$ cat src/rtl/stack_pkg.sv
// Shared widths, opcode/state encodings and opcode classification helpers
// for the stack execution unit.
package stack_pkg;

  localparam int unsigned OP_SIZE         = 32;
  localparam int unsigned STACK_DEPTH     = 1024;
  localparam int unsigned STACK_ADDR_SIZE = 10;
  // Depth must represent 0..STACK_DEPTH inclusive.
  localparam int unsigned DEPTH_W         = STACK_ADDR_SIZE + 1;

  typedef enum logic [3:0] {
    OP_NOP  = 4'h0,
    OP_PUSH = 4'h1,
    OP_POP  = 4'h2,
    OP_DUP  = 4'h3,
    OP_OUT  = 4'h4,
    OP_ADD  = 4'h5,
    OP_SUB  = 4'h6,
    OP_AND  = 4'h7,
    OP_OR   = 4'h8,
    OP_XOR  = 4'h9,
    OP_SWAP = 4'hA
  } op_e;

  typedef logic [2:0] state_e;
  localparam state_e ST_IDLE  = 3'd0;
  localparam state_e ST_POPB  = 3'd1;
  localparam state_e ST_WB    = 3'd2;
  localparam state_e ST_PUSHA = 3'd3;
  localparam state_e ST_PUSHB = 3'd4;

  // Minimum stack depth an opcode needs before it may start.
  function automatic logic [1:0] op_need(input logic [3:0] op);
    logic [1:0] n;
    case (op)
      OP_POP, OP_DUP, OP_OUT:                    n = 2'd1;
      OP_ADD, OP_SUB, OP_AND, OP_OR, OP_XOR,
      OP_SWAP:                                   n = 2'd2;
      default:                                   n = 2'd0;
    endcase
    return n;
  endfunction

  function automatic logic op_legal(input logic [3:0] op);
    return (op <= 4'hA);
  endfunction

  // Opcodes whose net effect is one extra entry (overflow candidates).
  function automatic logic op_grows(input logic [3:0] op);
    return (op == OP_PUSH) || (op == OP_DUP);
  endfunction

  // Opcodes that pop two operands and continue through POPB.
  function automatic logic op_two_pop(input logic [3:0] op);
    return (op >= OP_ADD) && (op <= OP_SWAP);
  endfunction

endpackage

$ cat src/rtl/stack_alu.sv
// Combinational two-operand ALU; a_i is the deeper operand, b_i the former top.
module stack_alu
  import stack_pkg::*;
#(
  parameter int unsigned W = 32
) (
  input  op_e          op_i,
  input  logic [W-1:0] a_i,
  input  logic [W-1:0] b_i,
  output logic [W-1:0] result_o
);

  // Result selection; all arithmetic wraps modulo 2^W.
  always_comb begin
    result_o = '0;
    case (op_i)
      OP_ADD:  result_o = a_i + b_i;
      OP_SUB:  result_o = a_i - b_i;
      OP_AND:  result_o = a_i & b_i;
      OP_OR:   result_o = a_i | b_i;
      OP_XOR:  result_o = a_i ^ b_i;
      default: result_o = '0;
    endcase
  end

endmodule

$ cat src/rtl/stack_exec_unit.sv
// Instruction sequencer in front of storage_stack: expands each accepted
// instruction into single-edge push/pop operations, tracks logical depth,
// evaluates ALU ops and emits OUT values.
module stack_exec_unit #(
  parameter int unsigned OP_SIZE     = stack_pkg::OP_SIZE,
  parameter int unsigned STACK_DEPTH = stack_pkg::STACK_DEPTH
) (
  input  logic                        clk,
  input  logic                        rst,
  input  logic                        instr_valid,
  output logic                        instr_ready,
  input  logic [3:0]                  instr_op,
  input  logic [OP_SIZE-1:0]          instr_imm,
  output logic                        stk_push,
  output logic                        stk_pop,
  output logic [OP_SIZE-1:0]          stk_data_in,
  input  logic [OP_SIZE-1:0]          stk_top,
  output logic                        out_valid,
  output logic [OP_SIZE-1:0]          out_data,
  output logic [stack_pkg::DEPTH_W-1:0] depth,
  output logic                        error
);
  import stack_pkg::*;

  state_e               state_q, state_d;
  op_e                  op_q, op_d;
  logic [DEPTH_W-1:0]   depth_q, depth_d;
  logic                 error_q, error_d;
  logic                 out_valid_q, out_valid_d;
  logic [OP_SIZE-1:0]   out_data_q, out_data_d;
  logic [OP_SIZE-1:0]   opa_q, opa_d;
  logic [OP_SIZE-1:0]   opb_q, opb_d;
  logic [OP_SIZE-1:0]   alu_res;
  logic                 ready_c;
  logic                 accept_c;
  logic                 bad_c;
  logic                 push_c;
  logic                 pop_c;
  logic [OP_SIZE-1:0]   data_c;

  assign ready_c  = (state_q == ST_IDLE) && !error_q;
  assign accept_c = instr_valid && ready_c;

  // Legality is decided once at accept from the opcode's net depth effect.
  assign bad_c = !op_legal(instr_op)
              || (DEPTH_W'(op_need(instr_op)) > depth_q)
              || (op_grows(instr_op) && (depth_q == DEPTH_W'(STACK_DEPTH)));

  stack_alu #(.W(OP_SIZE)) u_alu (
    .op_i     (op_q),
    .a_i      (opb_q),
    .b_i      (opa_q),
    .result_o (alu_res)
  );

  // Next-state, stack-op and depth logic.
  always_comb begin
    state_d     = state_q;
    op_d        = op_q;
    depth_d     = depth_q;
    error_d     = error_q;
    out_valid_d = 1'b0;
    out_data_d  = out_data_q;
    opa_d       = opa_q;
    opb_d       = opb_q;
    push_c      = 1'b0;
    pop_c       = 1'b0;
    data_c      = '0;

    case (state_q)
      ST_IDLE: begin
        if (accept_c) begin
          if (bad_c) begin
            error_d = 1'b1;
          end else begin
            case (instr_op)
              OP_PUSH: begin
                push_c = 1'b1;
                data_c = instr_imm;
              end
              OP_DUP: begin
                push_c = 1'b1;
                data_c = stk_top;
              end
              OP_POP: pop_c = 1'b1;
              OP_OUT: begin
                pop_c       = 1'b1;
                out_valid_d = 1'b1;
                out_data_d  = stk_top;
              end
              default: begin
                if (op_two_pop(instr_op)) begin
                  pop_c   = 1'b1;
                  opa_d   = stk_top;
                  op_d    = op_e'(instr_op);
                  state_d = ST_POPB;
                end
              end
            endcase
          end
        end
      end
      ST_POPB: begin
        pop_c   = 1'b1;
        opb_d   = stk_top;
        state_d = (op_q == OP_SWAP) ? ST_PUSHA : ST_WB;
      end
      ST_WB: begin
        push_c  = 1'b1;
        data_c  = alu_res;
        state_d = ST_IDLE;
      end
      ST_PUSHA: begin
        push_c  = 1'b1;
        data_c  = opa_q;
        state_d = ST_PUSHB;
      end
      ST_PUSHB: begin
        push_c  = 1'b1;
        data_c  = opb_q;
        state_d = ST_IDLE;
      end
      default: state_d = ST_IDLE;
    endcase

    if (push_c) begin
      depth_d = depth_q + DEPTH_W'(1);
    end else if (pop_c) begin
      depth_d = depth_q - DEPTH_W'(1);
    end
  end

  // State and datapath registers; reset marks the stack logically empty.
  always_ff @(posedge clk or posedge rst) begin
    if (rst) begin
      state_q     <= ST_IDLE;
      op_q        <= OP_NOP;
      depth_q     <= '0;
      error_q     <= 1'b0;
      out_valid_q <= 1'b0;
      out_data_q  <= '0;
      opa_q       <= '0;
      opb_q       <= '0;
    end else begin
      state_q     <= state_d;
      op_q        <= op_d;
      depth_q     <= depth_d;
      error_q     <= error_d;
      out_valid_q <= out_valid_d;
      out_data_q  <= out_data_d;
      opa_q       <= opa_d;
      opb_q       <= opb_d;
    end
  end

  assign instr_ready = ready_c;
  assign stk_push    = push_c;
  assign stk_pop     = pop_c;
  assign stk_data_in = data_c;
  assign out_valid   = out_valid_q;
  assign out_data    = out_data_q;
  assign depth       = depth_q;
  assign error       = error_q;

endmodule
$ cat config.mk
export PLATFORM = sky130hd
export DESIGN_NAME = stack_exec_unit
export DESIGN_NICKNAME = d
export VERILOG_FILES = /design/src/rtl/stack_pkg.sv /design/src/rtl/stack_alu.sv /design/src/rtl/stack_exec_unit.sv
export SDC_FILE = /design/constraint.sdc
export NUM_CORES = 1
export LEC_CHECK = 0
export CORE_ASPECT_RATIO = 1.2
export CORE_UTILIZATION = 39
export CTS_BUF_LIST = sky130_fd_sc_hd__clkbuf_8
export DETAILED_ROUTE_END_ITERATION = 8
export PLACE_DENSITY = 0.65
export SLEW_MARGIN = 20
export SYNTH_ARGS = -nofsm -noshare
export SYNTH_HDL_FRONTEND = slang
export SYNTH_SLANG_ARGS = --single-unit
export TNS_END_PERCENT = 50
$ cat constraint.sdc
create_clock -name clk -period 5.86 [get_ports clk]
set_clock_uncertainty 0.15 [all_clocks]
set_input_delay 1.465 -clock clk [delete_from_list [all_inputs] [get_ports clk]]
set_output_delay 1.465 -clock clk [all_outputs]
set_load 0.02 [all_outputs]
Word level (Yosys, flattened, before mapping) --
Memory sizes are Yosys's and may differ from the RTL's. Index checks and enable logic that the tools add are counted.
Word-level totals: output and inout bits 80, memories 1, bits of input ports 71, bits in read-only memories 32, flip-flop bits (word level) 116
Operators by class: multiplexer cells 26, add/subtract/negate cells 4, reductions and logical operators 19, equal/unequal tests 19, magnitude comparators 3, bitwise logic cells 5
Memory list:
- (name not given) | depth 16, bits a word 2, read ports 1, clocked after memory_dff 0, write ports 0, RTL line stack_pkg.sv:35 | case (op)
Operator list (number):
- 32-bit case mux with 5 select lines | 1
- 32-bit case mux with 4 select lines | 1
- 32-bit 2-to-1 mux | 2
- 32-bit case mux with 2 select lines | 1
- 32-bit adder | 1
- 32-bit bitwise AND | 1
- 32-bit OR | 1
- 32-bit subtractor | 1
- 32-bit XOR | 1
- 11-bit 2-to-1 mux | 2
- 4-bit by 3-bit == test with 1-bit output (second input constant) | 4
- 4-bit == test (second input constant) | 3
- 3-bit 2-to-1 mux | 4
- 11-bit by 1-bit adder with 11-bit output (second input constant) | 1
- 11-bit == test (second input constant) | 1
- 2-bit by 11-bit greater-than comparator with 1-bit output | 1
- 1-bit 2-to-1 mux | 11
- 11-bit by 1-bit subtractor with 11-bit output (second input constant) | 1
- 3-bit case mux with 3 select lines | 1
- 4-bit by 2-bit == test with 1-bit output (second input constant) | 2
- 4-bit AND reduction | 2
- 3-bit by 2-bit == test with 1-bit output (second input constant) | 2
- 2-bit != test (second input constant) | 3
- 1-bit case mux with 2 select lines | 3
- 17 further kinds | 25

Depth between registers and ports, before layout --
depth in word-level cells 9, depth in mapped cells 21

By module --
From an unflattened synthesis, not the netlist that was laid out.
Unflattened totals: cell total of the unflattened synthesis 1046, area total of the unflattened synthesis 10132.2 µm²
By module, submodules not included:
- stack_exec_unit | cells each 490, times used 1, area each 6108.4 µm²
- stack_alu | cells each 556, times used 1, area each 4023.9 µm²

Worst setup path before layout --
No wires, ideal clock.
kind input-to-reg, start point in instr_op[1], end point reg depth_q[9], in the netlist depth[9], stages 21, data arrival time 5.833 ns, data required time 5.584 ns, library setup time 0.126 ns, path buffers 3, path slack -0.249 ns, cells stage by stage clkbuf_1 buf_1 mux2_2 nand2_1 ha_1 a21oi_1 o21ai_0 a21oi_1 or3b_2 buf_2 a21oi_4 inv_1 ha_1 a21o_1 a21oi_1 o21ai_0 or4_1 a31o_2 a21oi_1 xor2_1 o21ai_0
On the way: cells in the longest elaborated chain, start to end 8
RTL lines:
- from (decl) | RTL line stack_exec_unit.sv:12 | input logic [3:0] instr_op,
- memory 16 x 2 bit, or another cell as far along
- 2-bit by 11-bit greater-than comparator with 1-bit output, or another cell as far along | RTL line stack_exec_unit.sv:46 | || (DEPTH_W'(op_need(instr_op)) > depth_q)
- 1-bit logical OR / 1-bit logical AND (equally long branches) | RTL line stack_exec_unit.sv:46, stack_exec_unit.sv:47
- 1-bit logical OR | RTL line stack_exec_unit.sv:47 | || (op_grows(instr_op) && (depth_q == DEPTH_W'(STACK_DEPTH)));
- 1-bit 2-to-1 mux (*) | RTL line stack_exec_unit.sv:73 | if (bad_c) begin
- 1-bit 2-to-1 mux (*) | RTL line stack_exec_unit.sv:72 | if (accept_c) begin
- 1-bit case mux with 2 select lines (*) | RTL line stack_exec_unit.sv:70 | case (state_q)
- net stk_push | RTL line stack_exec_unit.sv:14 | output logic stk_push,
- 11-bit 2-to-1 mux / 2-bit nonzero test (equally long branches)
- to (signal assigned) | RTL line stack_exec_unit.sv:147 | depth_q <= depth_d;
- to (decl) | RTL line stack_exec_unit.sv:27 | logic [DEPTH_W-1:0] depth_q, depth_d;
The timed path passes the listed nets; every way through them passes the cells marked *. A chain may end at the register's enable or synchronous reset.

Final worst setup path --
start point reg opa_q[5], end point out stk_data_in[28]
On the way: cells in the longest elaborated chain, start to end 3
RTL lines:
- from (decl) | RTL line stack_exec_unit.sv:31 | logic [OP_SIZE-1:0] opa_q, opa_d;
- from (signal assigned) | RTL line stack_exec_unit.sv:151 | opa_q <= opa_d;
- 32-bit subtractor / 32-bit adder (equally long branches) | RTL line stack_alu.sv:18, stack_alu.sv:17
- 32-bit case mux with 5 select lines (*) | RTL line stack_alu.sv:16 | case (op_i)
- 32-bit case mux with 4 select lines (*) | RTL line stack_exec_unit.sv:70
- to (decl) | RTL line stack_exec_unit.sv:16 | output logic [OP_SIZE-1:0] stk_data_in,
Mark *: on every way between the ends. The rest lies on a longest branch, timed or not.

==> impl_summary.txt <==
----------------------------------------------------
[Run status]
  Failing checks ... negative setup slack
  Run status ... finished with violations

[Timing]
  RSZ-0062 raised after global routing ... yes
  Worst-margin pin slew ... 1.02 ns
  Portion of the clock cycle consumed by the worst path in the final layout ... 1.01
  Final-report max-slew violation count ... 0
  Hold violation total from the final report ... 0
  Final number of setup-violating endpoints ... 4
  Post-layout worst setup margin ... -0.0410 ns
  Post-layout min period ... 5.90 ns
  Max-slew headroom at the worst pin ... 0.319
  Maximum clock frequency ... 169 MHz

[Power and ir drop]
  Leakage power ... ~0.0062 uW
  Maximum vdd drop ... roughly 0.00027 V
  Power density relative to cell area ... 673 mW/mm^2

[Die]
  Initial Util ... 0.401
  Floorplan row count ... 62
  Width of the die ... about 150 um
  Top-level port count ... 151
  Chip height ... 175 um
  Core area ... 0.0241 mm^2
  Die Outline Area ... roughly 0.025 mm^2

[Flow run]
  Max_cap viols ... 0

[Yosys]
  Share of the synthesized area in compound gates (AO/OA/AOI/OAI) ... 0.234
  Area fraction in and, or, nand and nor cells after synthesis ... 0.125
  Share of synthesized cell area in full adder, half adder and majority cells ... 0.142
  Share of synthesized area occupied by flip-flops and latches ... 0.300
  Share of the synthesized netlist area taken by xor and xnor gates ... 0.0597
  Most used flip-flop cell after synthesis ... sky130_fd_sc_hd__dfrtp_1
  Number of standard cells after synthesis ... 1107
  Post-synthesis area per instance ... about 9 um^2
  Post-synth cell types ... 68
  Yosys Warn Count ... 0
  Portion of netlist area occupied by mux cells ... 0.0816
  Post-synthesis instance area ... 0.00968 mm^2
  Number of flops mapped to enable cells by yosys ... 0
  Proportion of synthesized flip-flops having asynchronous set or reset ... 1.00
  Post-synthesis net count ... 1287
  Main combinational cell family by area after synthesis ... compound AO/OA/AOI/OAI gates
  Number of synthesized register bits ... 116

[Clocking]
  Clock-pin slew on the worst setup and hold paths ... approximately 0.080 ns
  Depth of the CTS H-tree ... 4
  Insertion delay of the later-clocked pin in the worst-skew pair ... 0.45 ns
  Clock tree buffer depth ... 2
  Cell chosen for the clock root ... sky130_fd_sc_hd__clkbuf_8
  TritonCTS clock tree ... yes
  Number of buffers created by CTS ... 17
  Hold-fix buffer count after cts ... 0
  Number of sinks driven by the clock tree ... between 100 and 150

[Finish]
  Layout Nets ... 1565
  Ratio of cells with drive above 1 in the final layout ... 0.251
  Layout-stage area growth over the synthesis result ... 39.4%
  Antenna Diode Count ... 0
  Non-filler cells in the finished layout ... 1716

[Critical path]
  Critical path required time ... between 4 and 5 ns
  Max FO, Critical Path ... 5
  Most common cell type on the critical path ... sky130_fd_sc_hd__buf_4
  Slowest cell on the critical path ... sky130_fd_sc_hd__or3_4
  Startpoint type of the worst setup path ... flop
  Crit path arrival time ... about 4.3 ns
  Kind of end point of the critical path ... output pin
  Ordered cell list for the critical path ... nor4_2 -> buf_4 -> nand3_1 -> buf_4 -> or3_4 -> buf_6 -> o31ai_4 -> xnor2_1 -> ha_2 -> buf_6 -> o41ai_4 -> a21oi_2 -> o41ai_2 -> buf_4 -> o41ai_2 -> xnor2_1 -> buf_4 -> o221ai_1 -> buf_4
  Reg2Reg Setup Slack ... 1.54 ns
  Critical Path Max Stage Delay ... ~0.42 ns
  Startpoint-to-endpoint class of the critical path ... reg -> out
  Cell count of the worst reg-to-reg path ... 19

[Detailed routing]
  Antenna-violating nets left ... 0
  First DRT Iteration DRCs ... about 740
  Average vias per placed instance ... around 5.6
  Iteration count of the initial detailed-routing pass ... 6
  Via Count ... about 9600
  WL final ... 31500 um
  Post-detailed-route wirelength per cell ... 18.3 um
  DRC violation count after routing ... 0

[Place]
  Inst Count DP ... 1674
  Global placer's final weighted congestion ... 0.923
  Final HPWL DP ... ~22000 um
  Count of input and output buffers ... 150
  Setup slack at placement ... -0.491 ns

[Global routing]
  Total GRT Usage ... 0.250
  Maximum number of pins on one net before global-route repair ... 73
  First-pass GRT wire length ... 50600 um
  Via count of the first global-routing pass ... about 9700
  Initial antenna violation count ... 0
  Final global-route overflow total ... 0

[Min path]
  Min-Delay Path Depth ... 1
  Worst Hold Class ... reg -> reg

----------------------------------------------------
## stage by stage
step / power [uW] / util / hold WS, ns / TNS (ns) / cell area, um^2
after global placement: 7280 / 0.522 / 0.338 / -10.09 / 12600
after global routing: 9770 / 0.559 / 0.378 / -1.51 / 13500
final: 9080 / 0.559 / 0.357 / -0.0797 / 13500
after CTS: 8470 / 0.544 / 0.360 / -0.277 / 13100
after floorplan: 4970 / - / 0.386 / 0 / 9680
after detailed placement: 7330 / 0.522 / 0.344 / -13.39 / 12600
## routing by layer
metal  up-vias  part of all wire  GRT usage
li1       4584                 -          -
met1      4612              0.42      0.315
met2       329              0.50      0.433
met3        57             0.059     0.0407
met4         0             0.023     0.0781
met5         -                 0          0
## cells by family after synthesis
kind of cell / after synthesis
muxes: 74
buffers and inverters: 144
DFF: 116
AOI/OAI and AO/OA: 332
xor gates and xnor gates: 66
adders and majority gates: 109
and+or+nand+nor: 266
## cells in the final DEF (no fill, tap or decap), drive strengths merged, types with 15 or more instances in the layout
cell and instances:
dlygate4sd2 15, ha 107, clkdlybuf4s50 114, clkbuf 18, a221o 19, nand2 120
inv 79, nor2 76, dfrtp 116, a21oi 51, mux2 39, xor2 17
buf 192, o21ai 117, o221ai 25, a222oi 19, xnor2 49, mux2i 35
## final cells by class
cell class | count | area (um^2)
clock inverters | 12 | 189
repair buffers | 326 | 2820
flip-flops and latches | 116 | 2900
well taps | 320 | 400
clock buffers | 18 | 248
multi-input cells | 847 | 6640
inverters | 77 | 292
fillers | 2184 | 10600
## timing repair
action	in CTS	in global routing
gates cloned	0	0
resized for setup	130	81
setup buffers	7	8
endpoints found under the setup margin	34	37
pin swaps	13	27
## cells in the mapped netlist (14+ instances only)
library cell / count / area, um^2
sky130_fd_sc_hd__inv_1: 73 / 274
sky130_fd_sc_hd__a221oi_1: 14 / 123
sky130_fd_sc_hd__clkbuf_1: 55 / 206
sky130_fd_sc_hd__mux2_2: 39 / 439
sky130_fd_sc_hd__xor2_1: 17 / 149
sky130_fd_sc_hd__nand2_1: 120 / 450
sky130_fd_sc_hd__o21ai_0: 113 / 566
sky130_fd_sc_hd__nor2_1: 76 / 285
sky130_fd_sc_hd__mux2i_1: 35 / 350
sky130_fd_sc_hd__a222oi_1: 19 / 190
sky130_fd_sc_hd__dfrtp_1: 116 / 2900
sky130_fd_sc_hd__a21oi_1: 50 / 250
sky130_fd_sc_hd__a221o_1: 19 / 190
sky130_fd_sc_hd__xnor2_1: 49 / 429
sky130_fd_sc_hd__o221ai_1: 25 / 219
sky130_fd_sc_hd__ha_1: 107 / 1340
## worst max-delay path, delay by kind of cell (launching register included)
family,cells,cell delay (ns)
compound gates,6,0.74
xor+xnor,2,0.37
fa+ha+maj,1,0.33
buf+inv,7,1.16
flops,1,0.40
simple gates,3,0.82
## registers in the layout, indices dropped and copies added, names as in the netlist
signal     flops
op_q           4
opb_q         32
out_valid      1
error          1
depth         11
out_data      32
state_q        3
opa_q         32
## path summary, 6_finish.rpt
| kind | from | to |
|---|---|---|
| setup / recovery | opa_q[5]$_DFFE_PP0P_ | stk_data_in[28] |
| hold / removal | out_data[25]$_DFFE_PP0P_ | out_data[25]$_DFFE_PP0P_ |
| setup reg to reg | depth[1]$_DFFE_PP0P_ | depth[9]$_DFFE_PP0P_ |
| hold reg to reg | out_data[25]$_DFFE_PP0P_ | out_data[25]$_DFFE_PP0P_ |
| max in group asynchronous | rst | opa_q[10]$_DFFE_PP0P_ |
| min in group asynchronous | rst | out_data[30]$_DFFE_PP0P_ |
## power breakdown
group          leakage, uW  total (uW)  internal, uW  switching, uW
sequential         0.00142        1510          1150            359
clock             0.000227         865           508            357
combinational      0.00454        6710          3180           3520
total              0.00618        9080          4840           4240
Power figures use the tool's default switching activity.
